File: src/rtl/baccarat_match_ctrl.sv
`default_nettype none
// +--------------------------------------------------------------------------+
// | Module      : baccarat_match_ctrl                                        |
// | Description : Sequences a multi-round baccarat match. Each card load     |
// |               waits on a card-source handshake. The dealer third-card    |
// |               rule is selectable. The block keeps registered             |
// |               win/loss/tie tallies and a completed-hand counter.         |
// |                                                                          |
// | Parameters  : NUM_ROUNDS  - hands per match (1 .. 2**CNT_W-1)            |
// |               CNT_W       - width of round index and tally counters      |
// |               DEALER_RULE - 0: full tableau, 1: dealer draws on <= 5     |
// |                                                                          |
// | Ports       : slow_clock        in   clock, state changes on falling edge|
// |               resetb            in   async active-low reset              |
// |               card_valid        in   card source has a card ready        |
// |               next_round        in   level, leaves ROUND_END             |
// |               pscore/dscore     in   4b hand scores (0..9)               |
// |               pcard3            in   4b player third-card face value     |
// |               load_[pd]card[123] out per-card load strobes (Mealy)       |
// |               clear_hands       out  clears all six card registers       |
// |               player/dealer_win_light out registered result, both = tie  |
// |               player_wins, dealer_wins, ties out saturating tallies      |
// |               round_idx         out  number of hands completed           |
// |               match_done        out  match over                          |
// |                                                                          |
// | Revision    : 1.0 - initial release                                      |
// +--------------------------------------------------------------------------+
module baccarat_match_ctrl #(
  parameter int NUM_ROUNDS  = 5,
  parameter int CNT_W       = 4,
  parameter int DEALER_RULE = 0
) (
  input  logic             slow_clock,
  input  logic             resetb,
  input  logic             card_valid,
  input  logic             next_round,
  input  logic [3:0]       pscore,
  input  logic [3:0]       dscore,
  input  logic [3:0]       pcard3,
  output logic             load_pcard1,
  output logic             load_pcard2,
  output logic             load_pcard3,
  output logic             load_dcard1,
  output logic             load_dcard2,
  output logic             load_dcard3,
  output logic             clear_hands,
  output logic             player_win_light,
  output logic             dealer_win_light,
  output logic [CNT_W-1:0] player_wins,
  output logic [CNT_W-1:0] dealer_wins,
  output logic [CNT_W-1:0] ties,
  output logic [CNT_W-1:0] round_idx,
  output logic             match_done
);

  typedef enum logic [3:0] {
    S_CLR       = 4'd0,
    S_P1        = 4'd1,
    S_D1        = 4'd2,
    S_P2        = 4'd3,
    S_D2        = 4'd4,
    S_CHECK     = 4'd5,
    S_P3        = 4'd6,
    S_D3CHK     = 4'd7,
    S_D3        = 4'd8,
    S_SCORE     = 4'd9,
    S_ROUND_END = 4'd10,
    S_MATCH_END = 4'd11
  } state_t;

  localparam logic [CNT_W-1:0] C_CNT_MAX    = '1;
  localparam logic [CNT_W-1:0] C_CNT_ONE    = CNT_W'(1);
  localparam logic [CNT_W-1:0] C_LAST_ROUND = CNT_W'(NUM_ROUNDS);

  // Registered state
  state_t           state_q,     state_d;
  logic             stood_q,     stood_d;
  logic             pwin_q,      pwin_d;
  logic             dwin_q,      dwin_d;
  logic [CNT_W-1:0] pwins_q,     pwins_d;
  logic [CNT_W-1:0] dwins_q,     dwins_d;
  logic [CNT_W-1:0] ties_q,      ties_d;
  logic [CNT_W-1:0] round_q,     round_d;
  logic             done_q,      done_d;

  // Combinational helpers
  logic             w_natural;
  logic             w_tableau_draw;
  logic             w_dealer_draw;
  logic [CNT_W-1:0] w_round_inc;

  function automatic logic [CNT_W-1:0] sat_inc(input logic [CNT_W-1:0] v);
    return (v == C_CNT_MAX) ? v : v + C_CNT_ONE;
  endfunction

  assign w_natural = (pscore == 4'd8) || (pscore == 4'd9) ||
                     (dscore == 4'd8) || (dscore == 4'd9);

  // Classic dealer tableau, used only when the player took a third card.
  always_comb begin
    w_tableau_draw = 1'b0;
    case (dscore)
      4'd0, 4'd1, 4'd2: w_tableau_draw = 1'b1;
      4'd3:             w_tableau_draw = (pcard3 != 4'd8);
      4'd4:             w_tableau_draw = (pcard3 >= 4'd2) && (pcard3 <= 4'd7);
      4'd5:             w_tableau_draw = (pcard3 >= 4'd4) && (pcard3 <= 4'd7);
      4'd6:             w_tableau_draw = (pcard3 >= 4'd6) && (pcard3 <= 4'd7);
      default:          w_tableau_draw = 1'b0;
    endcase
  end

  // A standing player, or the simplified rule, reduces the dealer decision
  // to a plain threshold on the dealer score.
  assign w_dealer_draw = (stood_q || (DEALER_RULE == 1)) ? (dscore <= 4'd5)
                                                         : w_tableau_draw;

  assign w_round_inc = round_q + C_CNT_ONE;

  // Next-state and registered-output logic
  always_comb begin
    state_d = state_q;
    stood_d = stood_q;
    pwin_d  = pwin_q;
    dwin_d  = dwin_q;
    pwins_d = pwins_q;
    dwins_d = dwins_q;
    ties_d  = ties_q;
    round_d = round_q;
    done_d  = done_q;

    case (state_q)
      S_CLR: begin
        pwin_d  = 1'b0;
        dwin_d  = 1'b0;
        stood_d = 1'b0;
        state_d = S_P1;
      end
      S_P1:    if (card_valid) state_d = S_D1;
      S_D1:    if (card_valid) state_d = S_P2;
      S_P2:    if (card_valid) state_d = S_D2;
      S_D2:    if (card_valid) state_d = S_CHECK;
      S_CHECK: begin
        if (w_natural) begin
          state_d = S_SCORE;
        end else if (pscore <= 4'd5) begin
          state_d = S_P3;
        end else begin
          // 6, 7 and out-of-range scores all make the player stand.
          stood_d = 1'b1;
          state_d = S_D3CHK;
        end
      end
      S_P3:    if (card_valid) state_d = S_D3CHK;
      S_D3CHK: state_d = w_dealer_draw ? S_D3 : S_SCORE;
      S_D3:    if (card_valid) state_d = S_SCORE;
      S_SCORE: begin
        pwin_d = (pscore >= dscore);
        dwin_d = (pscore <= dscore);
        if (pscore > dscore) begin
          pwins_d = sat_inc(pwins_q);
        end else if (pscore < dscore) begin
          dwins_d = sat_inc(dwins_q);
        end else begin
          ties_d = sat_inc(ties_q);
        end
        round_d = w_round_inc;
        if (w_round_inc == C_LAST_ROUND) begin
          done_d  = 1'b1;
          state_d = S_MATCH_END;
        end else begin
          state_d = S_ROUND_END;
        end
      end
      S_ROUND_END: if (next_round) state_d = S_CLR;
      S_MATCH_END: state_d = S_MATCH_END;
      default:     state_d = S_CLR;
    endcase
  end

  always_ff @(negedge slow_clock or negedge resetb) begin
    if (!resetb) begin
      state_q <= S_CLR;
      stood_q <= 1'b0;
      pwin_q  <= 1'b0;
      dwin_q  <= 1'b0;
      pwins_q <= '0;
      dwins_q <= '0;
      ties_q  <= '0;
      round_q <= '0;
      done_q  <= 1'b0;
    end else begin
      state_q <= state_d;
      stood_q <= stood_d;
      pwin_q  <= pwin_d;
      dwin_q  <= dwin_d;
      pwins_q <= pwins_d;
      dwins_q <= dwins_d;
      ties_q  <= ties_d;
      round_q <= round_d;
      done_q  <= done_d;
    end
  end

  // Load strobes follow card_valid directly so a card is consumed in the
  // same cycle the source offers it.
  assign load_pcard1 = (state_q == S_P1) && card_valid;
  assign load_dcard1 = (state_q == S_D1) && card_valid;
  assign load_pcard2 = (state_q == S_P2) && card_valid;
  assign load_dcard2 = (state_q == S_D2) && card_valid;
  assign load_pcard3 = (state_q == S_P3) && card_valid;
  assign load_dcard3 = (state_q == S_D3) && card_valid;

  // Held off while reset is asserted so the card registers are cleared on
  // the first cycle after release rather than during reset.
  assign clear_hands = (state_q == S_CLR) && resetb;

  assign player_win_light = pwin_q;
  assign dealer_win_light = dwin_q;
  assign player_wins      = pwins_q;
  assign dealer_wins      = dwins_q;
  assign ties             = ties_q;
  assign round_idx        = round_q;
  assign match_done       = done_q;

endmodule
`default_nettype wire

File: config.mk
export PLATFORM = sky130hd
export DESIGN_NAME = baccarat_match_ctrl
export DESIGN_NICKNAME = d
export VERILOG_FILES = /design/src/rtl/baccarat_match_ctrl.sv
export SDC_FILE = /design/constraint.sdc
export NUM_CORES = 1
export LEC_CHECK = 0
export CAP_MARGIN = 40
export CORE_ASPECT_RATIO = 0.8
export CORE_MARGIN = 10
export CORE_UTILIZATION = 29
export CTS_BUF_LIST = sky130_fd_sc_hd__clkbuf_8
export DETAILED_ROUTE_END_ITERATION = 12
export PLACE_DENSITY = 0.64
export SETUP_SLACK_MARGIN = 0.4
export SLEW_MARGIN = 20
export SYNTH_ARGS = -nofsm -noshare
export SYNTH_HDL_FRONTEND = slang
export SYNTH_SLANG_ARGS = --single-unit
export TNS_END_PERCENT = 1
File: constraint.sdc
create_clock -name slow_clock -period 1.8 [get_ports slow_clock]
set_input_delay 0.18 -clock slow_clock [delete_from_list [all_inputs] [get_ports slow_clock]]
set_output_delay 0.18 -clock slow_clock [all_outputs]
set_load 0.1 [all_outputs]
# == After elaboration in Yosys (flattened, before gate mapping) ==
# Cells that the tools add are included.
# totals
romBits,0
n_memories,0
elab_cells,106
latch_bits,0
regBits,24
inputBits,16
out_inout_bits,26
ramBits,0
# op_classes
magnitude_cmp,10
n_eq_ne,35
div,0
shift,0
n_bitwise,5
muxes,19
mul,0
n_reduce_logical,24
add_sub_neg,4
# ops
op,n
$pmux 4 s12,1
$eq 4x4->1 const B,11
$eq 4x3->1 const B,8
$mux 4,8
$ne 2x2->1 const B,9
$add 4x1->4 const B,4
$eq 4x2->1 const B,4
$le 4x3->1 const B,3
$logic_and 1x1->1,10
$eq 4x1->1 const B,2
$ge 4x3->1 const B,2
$logic_not 4->1,2
$reduce_and 4->1,2
$reduce_and 7->1,1
$mux 1,6
$pmux 1 s2,3
$reduce_and 3->1,2
$not 1->1,5
$pmux 1 s5,1
$ge 4x2->1 const B,1
$ge 4x4->1,1
$gt 4x4->1,1
$le 4x4->1,1
$lt 4x4->1,1
5 further kinds,8

# == Depth between registers and ports, before layout ==
# Gate-level depths: netlist (run 1).
# depth
ltp_word,6
mapped_depth,7
depth_no_buf,7

==> results.py, run 1 <==
metrics = {
    "setup_path": {
        "cp.depth": 4,
        "cp-end-kind": "output port",
        "timing.rr.start": "state_q[3]$_DFFE_NN0P_",
        "crit_fanout": 5,
        "cp_slowest_cell": "dfrtn_1",
        "r2r.worst_path.cells": 5,
        "path_delay_family": "flip-flops",
        "cp-endpoint": "load_dcard2",
        "critPathArrivalTime_ps": 2360,
        "r2r_setup_slack_ps": -200,
        "reg2reg_to": "dealer_wins[1]$_DFFE_NN0P_",
        "cp.required_ps": 1620,
        "critical_path_class": "flop to output port",
        "crit_start": "state_q[2]$_DFFE_NN0P_",
        "slowest_delay_ps": 520,
        "crit_chain": "nor2b_4 > nand2_4 > nor3_4 > buf_12",
        "worst_setup_path_start_kind": "flop",
        "worst-path-buf-inv": 1,
    },
    "timing": {
        "rsz0062_at_grt": "yes",
        "holdWs_ps": 483,
        "setup_viol": 45,
        "slew_headroom_pct": 73.0,
        "fin_ws_ps": -741,
        "final-max-slew-violation-count": 0,
        "finalHoldViolations": 0,
        "tightest_slew_ps": 395,
        "worst_clock_skew_ps": 1.75,
    },
    "clock_tree": {
        "tritoncts": "built",
        "clk_pin_slew_ps": 60,
        "insertion_delay_ps": 280,
        "htree_levels": 1,
        "cts_root_buf": "clkbuf_8",
        "cts_buffers": 3,
        "cts_max_path_buffers": 2,
        "cts_sinks": 24,
    },
    "status": {
        "violations": "negative setup slack",
        "status": "complete, but fails checks",
    },
    "place": {
        "hpwl_mm": 3.46,
        "io_buffers": 41,
        "place.gp.congestion": 0.863,
        "dp.cells": 310,
    },
    "cells_and_area": {
        "fin_cells": 318,
        "nFillCells": 424,
        "nNetsFinal": 282,
        "final_layout_size_suffix_gt1_share_pct": 50.4,
        "diodes": 0,
        "syn2layout_area_growth_pct": 97.1,
    },
    "synthesis": {
        "synth.avg_cell_area_um2": 9.39,
        "syn-num-nets": 185,
        "synth_top_area_share_pct": 40.0,
        "synthCells": 160,
        "ys_async_sr_fraction_pct": 100,
        "synth_area_leaders": "dfrtn_1 (40%), ha_1 (7.5%), xnor2_1 (6.4%)",
        "yosysMostFrequentCell": "dfrtn_1",
        "ys_warn_count": 0,
        "synth_cell_types": 43,
        "postSynth.topFlopCell": "dfrtn_1",
        "syn_area_um2": 1500,
        "synth_seq_cells": 24,
        "synth_top_area_cell": "dfrtn_1",
        "yosysSeqAreaShare_pct": 40.0,
        "synth-edff-count": 0,
    },
    "min_path": {
        "hold_start": "match_done$_DFFE_NN0P_",
        "hold_class": "flop to flop",
    },
    "global_routing": {
        "overflow": 0,
        "grt_pass1_vias": 1630,
        "antenna_found_initial": 0,
        "grt_start_max_net_pins": 26,
        "grt_pass1_wl_mm": 7.65,
        "grtUsageTotal_pct": 10.7,
    },
    "floorplanning": {
        "core_area_um2": 5010,
        "dieArea_um2": 8480,
        "start_util_pct": 30.0,
        "die_y_um": 84.4,
        "num_io_pins": 42,
        "dieWidth_um": 100,
        "std_cell_rows": 23,
    },
    "pwr": {
        "design_power_total_mw": 5.56,
        "power.density_nw_per_um2": 1880,
        "p_leak_nw": 1.34,
        "irDropWorstVdd_mv": 1.57,
    },
    "route": {
        "drt.antenna.violating_nets": 0,
        "avgRoutedWirePerCell_um": 14.4,
        "drtIter0Drc": 81,
        "viasPerCell": 4.71,
        "drtPass1Iterations": 4,
        "vias": 1497,
        "drc": 0,
        "drt_wl_total_mm": 4.59,
    },
    "flow_run": {
        "drv_cap": 0,
    },
}
through the flow:
stage	utilization, %	cell area, µm²	setup WS, ps	setup TNS [ps]
6_report	59.1	2960	-741	-17290
5_1_grt	59.1	2960	-803	-19530
4_1_cts	57.8	2890	-759	-17940
3_5_place_dp	53.7	2690	-1250	-22580
3_3_place_gp	53.7	2690	-1160	-21150
2_1_floorplan	-	1580	-851	-17860
cell type report:
type,instances,area (µm²),share of cell area (%)
Clock inverter,1,30.0,1.01
Multi-Input combinational cell,120,1070,36.2
Clock buffer,3,41.3,1.39
Inverter,11,41.3,1.39
Timing Repair Buffer,97,1100,37.1
Sequential cell,24,601,20.3
Tap cell,62,77.6,2.62
worst min-delay path by stage:
stage / end / depth (start not counted) / slack, ps
floorplan: stood_q$_DFFE_NN0P_ / 2 / 430
global placement: stood_q$_DFFE_NN0P_ / 2 / 480
detailed placement: match_done$_DFFE_NN0P_ / 1 / 490
CTS: match_done$_DFFE_NN0P_ / 1 / 490
global route: match_done$_DFFE_NN0P_ / 1 / 530
finish: match_done$_DFFE_NN0P_ / 1 / 480
worst register-to-register path, delay by kind of cell, from the launching register on:
family        cells  cell delay (ps)
buf+inv           1              240
flops             1              570
mux               1              360
simple gates      3              680
placed cells by master, fill, tap and decap left out, types with 2 or more instances in the layout:
master           Yosys  layout
a21oi_1             11      10
a31oi_1              2       2
and3_1               3       3
buf_12               0      27
buf_4                0      53
buf_6                1       2
clkbuf_8             0       3
clkdlybuf4s50_1      0       6
dfrtn_1             24      24
dlygate4sd2_1        0       9
ha_1                 9       6
ha_4                 0       3
inv_1               11       8
inv_2                0       3
mux2_4               2       2
nand2_1             11       6
nand2_2              2       5
nand2_4              0       2
nand2b_1             3       2
nand3_1              6       5
nand4_1              2       2
nor2_1              11       7
nor2_4               0       4
nor2b_4              0       2
nor3_4               0       4
nor3b_2              0       2
o21ai_1              0       5
o21bai_1             2       2
o221ai_1             2       2
xnor2_1             11      11
xor2_1               2       2
power breakdown:
group | total (mW) | switching [mW] | leakage [nW] | internal [mW]
logic | 4.05 | 2.36 | 0.997 | 1.69
registers | 1.03 | 0.260 | 0.311 | 0.769
clock network | 0.480 | 0.183 | 0.0357 | 0.298
total | 5.56 | 2.80 | 1.34 | 2.76
kinds of logic (layout without fill, tap and decap cells):
kind of cell / Yosys count / after routing / share of synthesized area [%]
AOI/OAI and AO/OA: 36 / 36 / 16.3
and+or+nand+nor: 59 / 59 / 21.4
muxes: 3 / 3 / 2.75
DFF: 24 / 24 / 40.0
buffers and inverters: 16 / 112 / 4.50
adders and majority gates: 9 / 9 / 7.49
xor gates and xnor gates: 13 / 13 / 7.58
per-layer routing:
layer,up-vias,wire (µm),GRT usage (%)
met5,-,0,0
met4,0,36,1.92
met3,5,353,5.16
met2,34,2070,16.5
met1,695,2120,13.3
li1,763,-,-
registers in the layout, indices dropped and copies added, names as in the netlist:
signal and cells:
player_wins 4, dealer_wins 4, stood_q 1, player_win_light 1, dealer_win_light 1, round_idx 4
match_done 1, ties 4, state_q 4
what timing repair did:
item	in CTS	in global routing
resized for setup	37	13
hold buffers	0	0
pin swaps	17	4
setup buffers	3	1
gates cloned	0	0
endpoints found under the setup margin	50	50
(Power assumes the default switching activity.)
==> inputs of run 2 (changes only) <==
PLACE_DENSITY = 0.66   (was 0.64)
clock period = 2.3 ns   (was 1.8 ns; I/O delays follow)
==> results.py, run 2 (synthesis gave the netlist of run 1 again) <==
metrics = {
    "status": {
        "status": "complete, but fails checks",
        "violations": "negative setup slack",
    },
    "route": {
        "drtPass1Iterations": 4,
        "drt_wl_total_mm": 4.36,
        "drt.antenna.violating_nets": 0,
        "drtIter0Drc": 47,
        "vias": 1474,
        "drc": 0,
        "viasPerCell": 4.79,
        "avgRoutedWirePerCell_um": 14.2,
    },
    "setup_path": {
        "critical_path_class": "flop to output port",
        "cp.required_ps": 2070,
        "critPathArrivalTime_ps": 2660,
        "r2r_setup_slack_ps": 240,
        "crit_fanout": 6,
        "cp-end-kind": "output port",
        "worst_setup_path_start_kind": "flop",
    },
    "pwr": {
        "power.density_nw_per_um2": 1470,
        "p_leak_nw": 1.27,
        "irDropWorstVdd_mv": 1.27,
    },
    "clock_tree": {
        "cts_max_path_buffers": 2,
        "cts_root_buf": "clkbuf_8",
        "tritoncts": "built",
        "clk_pin_slew_ps": 60,
        "cts_buffers": 3,
        "insertion_delay_ps": 270,
        "htree_levels": 1,
        "cts_sinks": 24,
    },
    "cells_and_area": {
        "diodes": 0,
        "nNetsFinal": 273,
        "final_layout_size_suffix_gt1_share_pct": 42.3,
        "fin_util_pct": 55.6,
        "fin_area_um2": 2780,
        "final_cell_mix": "buf_4 (44), buf_12 (27), dfrtn_1 (24)",
        "syn2layout_area_growth_pct": 85.2,
        "final_common_cell": "buf_4",
    },
    "place": {
        "place_ws_ps": -1010,
        "io_buffers": 41,
        "hpwl_mm": 3.39,
        "placed_cell_area_um2": 2610,
        "place.gp.congestion": 0.824,
    },
    "global_routing": {
        "grt_pass1_wl_mm": 7.45,
        "antenna_found_initial": 0,
        "grtUsageTotal_pct": 10.4,
        "grt_pass1_vias": 1525,
        "overflow": 0,
        "grt_start_max_net_pins": 26,
    },
    "floorplanning": {
        "std_cell_rows": 23,
        "core_area_um2": 5010,
        "num_io_pins": 42,
        "dieArea_um2": 8480,
        "dieWidth_um": 100,
        "start_util_pct": 30.0,
        "die_y_um": 84.4,
    },
    "timing": {
        "worst_clock_skew_ps": 2.09,
        "setup_viol": 44,
        "slew_headroom_pct": 70.4,
        "holdWs_ps": 489,
        "fin_ws_ps": -592,
        "finalHoldViolations": 0,
        "tightest_slew_ps": 444,
        "rsz0062_at_grt": "yes",
        "final-max-slew-violation-count": 0,
    },
    "flow_run": {
        "drv_cap": 0,
    },
    "min_path": {
        "hold_class": "flop to flop",
    },
}
## run 2: metrics by stage
stage,power [mW],std cells,setup TNS (ps)
floorplan,2.54,160,-9520
global placement,3.69,300,-16710
detailed placement,3.72,300,-17010
CTS,4.06,305,-11430
global route,4.32,308,-14150
finish,4.10,308,-11350
## run 2: worst max-delay path, stage by stage (launching register included)
cell	delay [ps]
dfrtn_1	520
nor2b_4	230
nand2_4	70
nor3_4	210
buf_12	200
## run 2: timing repair
item                                    4_1_cts  5_1_grt
hold buffers                                  0        0
buffers inserted                              2        3
gates resized for setup                      26        7
endpoints found under the setup margin       45       45
pin swaps                                    14        8
## run 2: power breakdown
| part | internal [mW] | leakage, nW | total [mW] | switching (mW) |
|---|---|---|---|---|
| Sequential | 0.600 | 0.311 | 0.881 | 0.281 |
| Combinational | 1.23 | 0.939 | 2.97 | 1.74 |
| Clock | 0.117 | 0.0216 | 0.247 | 0.130 |
| Total | 1.95 | 1.27 | 4.10 | 2.15 |
## run 2: routing by layer
metal | track usage, % | share of wire, % | vias to the layer above
li1 | - | - | 747
met1 | 13.5 | 47 | 693
met2 | 15.7 | 44 | 32
met3 | 4.83 | 8.6 | 2
met4 | 1.15 | 0.25 | 0
met5 | 0 | 0 | -
## run 2: layout make-up
cell class / count / area, µm²
Clock buffer: 3 / 41.3
Sequential cell: 24 / 601
Fill cell: 441 / 2220
Timing Repair Buffer: 88 / 1030
Multi-Input combinational cell: 120 / 987
Tap cell: 62 / 77.6
Inverter: 11 / 41.3
## run 2: path summary, 6_finish.rpt
path | start | endpoint | cells past startpoint
min in group asynchronous | resetb | dealer_wins[3]$_DFFE_NN0P_ | 2
setup reg to reg | state_q[3]$_DFFE_NN0P_ | dealer_wins[1]$_DFFE_NN0P_ | 5
hold / removal | match_done$_DFFE_NN0P_ | match_done$_DFFE_NN0P_ | 1
hold reg to reg | match_done$_DFFE_NN0P_ | match_done$_DFFE_NN0P_ | 1
max in group asynchronous | resetb | state_q[0]$_DFFE_NN0P_ | 2
setup / recovery | state_q[2]$_DFFE_NN0P_ | load_dcard2 | 4
==> inputs of run 3 (changes only) <==
SETUP_SLACK_MARGIN = 0.5   (was 0.4)
SLEW_MARGIN = 10   (was 20)
==> results.py, run 3 (synthesis gave the netlist of run 1 again) <==
metrics = {
    "route": {
        "vias": 1480,
        "drtPass1Iterations": 4,
        "viasPerCell": 4.81,
        "drt_wl_total_mm": 4.36,
        "drtIter0Drc": 48,
        "drc": 0,
        "avgRoutedWirePerCell_um": 14.1,
        "drt.antenna.violating_nets": 0,
    },
    "clock_tree": {
        "cts_buffers": 3,
        "cts_sinks": 24,
        "htree_levels": 1,
        "tritoncts": "built",
        "cts_root_buf": "clkbuf_8",
        "cts_max_path_buffers": 2,
        "clk_pin_slew_ps": 60,
        "insertion_delay_ps": 270,
    },
    "floorplanning": {
        "core_area_um2": 5010,
        "num_io_pins": 42,
        "std_cell_rows": 23,
        "die_y_um": 84.4,
        "start_util_pct": 30.0,
        "dieArea_um2": 8480,
        "dieWidth_um": 100,
    },
    "global_routing": {
        "grtUsageTotal_pct": 10.4,
        "grt_pass1_wl_mm": 7.45,
        "grt_pass1_vias": 1525,
        "grt_start_max_net_pins": 26,
        "top_usage_layer": "met2",
        "grt_util_met3_pct": 4.83,
        "overflow": 0,
        "antenna_found_initial": 0,
        "grt_use_met2_pct": 15.7,
        "grtUsageMet1_pct": 13.5,
    },
    "timing": {
        "setup_viol": 44,
        "fin_ws_ps": -597,
        "fin_setup_tns_ps": -11330,
        "slew_headroom_pct": 70.4,
        "tightest_slew_ps": 444,
        "worst_clock_skew_ps": 1.89,
        "rsz0062_at_grt": "yes",
        "holdWs_ps": 489,
        "finalHoldViolations": 0,
        "final-max-slew-violation-count": 0,
    },
    "place": {
        "place.gp.congestion": 0.824,
        "hpwl_mm": 3.39,
        "io_buffers": 41,
        "place_ws_ps": -1010,
    },
    "pwr": {
        "p_leak_nw": 1.27,
        "design_power_total_mw": 4.10,
        "irDropWorstVdd_mv": 1.27,
        "power.density_nw_per_um2": 1480,
    },
    "setup_path": {
        "cp-end-kind": "output port",
        "critical_path_class": "flop to output port",
        "crit_fanout": 6,
        "worst_setup_path_start_kind": "flop",
        "critPathArrivalTime_ps": 2670,
        "cp.required_ps": 2070,
    },
    "status": {
        "status": "complete, but fails checks",
        "violations": "negative setup slack",
    },
    "cells_and_area": {
        "final_common_cell": "buf_4",
        "final_cell_mix": "buf_4 (44), buf_12 (27), dfrtn_1 (24)",
        "syn2layout_area_growth_pct": 85.2,
        "final_layout_size_suffix_gt1_share_pct": 42.7,
        "nNetsFinal": 273,
        "nFillCells": 441,
        "diodes": 0,
    },
    "flow_run": {
        "drv_cap": 0,
    },
    "min_path": {
        "hold_class": "flop to flop",
    },
}
[run 3: cell count changes in the layout (fill, tap and decap cells not counted)]
cell and delta:
and4bb_1 -1, and4bb_2 +1
[run 3: worst paths after layout]
kind | end | slack (ps) | startpoint | cells after the start
max in group asynchronous | stood_q$_DFFE_NN0P_ | 770 | resetb | 2
setup reg to reg | dealer_wins[1]$_DFFE_NN0P_ | 260 | state_q[3]$_DFFE_NN0P_ | 5
hold / removal | match_done$_DFFE_NN0P_ | 490 | match_done$_DFFE_NN0P_ | 1
hold reg to reg | match_done$_DFFE_NN0P_ | 490 | match_done$_DFFE_NN0P_ | 1
min in group asynchronous | dealer_wins[3]$_DFFE_NN0P_ | 1350 | resetb | 2
setup / recovery | load_dcard2 | -600 | state_q[2]$_DFFE_NN0P_ | 4
[run 3: cell type report]
type / instances / area, µm² / share of cell area [%]
well taps: 62 / 77.6 / 2.79
clock buffers: 3 / 41.3 / 1.48
inverters: 11 / 41.3 / 1.48
flip-flops and latches: 24 / 601 / 21.6
multi-input cells: 120 / 987 / 35.5
repair buffers: 88 / 1030 / 37.2
[run 3: through the flow]
stage	instance area [µm²]	instances	utilization, %
global placement	2610	300	52.2
global route	2780	308	55.6
CTS	2730	305	54.5
floorplan	1580	160	-
detailed placement	2610	300	52.2
finish	2780	308	55.6
[run 3: metal layers]
metal,up-vias,share of wire [%]
met5,-,0
met4,0,0.25
met3,2,8.0
met2,28,44
met1,703,48
li1,747,-
[run 3: report_power, final]
group,switching (mW),leakage [nW],total [mW],internal (mW)
sequential,0.280,0.311,0.881,0.600
clock,0.130,0.0216,0.247,0.117
combinational,1.74,0.936,2.98,1.24
[run 3: worst max-delay path, stage by stage (launching register included)]
cell	delay (ps)
dfrtn_1	530
nor2b_4	240
nand2_4	70
nor3_4	210
buf_12	200
[run 3: repair_timing]
| action | CTS | global route |
|---|---|---|
| gates resized for setup | 26 | 8 |
| pin swaps | 14 | 8 |
| hold buffers | 0 | 0 |
| setup endpoints to repair | 45 | 47 |
| buffers inserted | 2 | 3 |
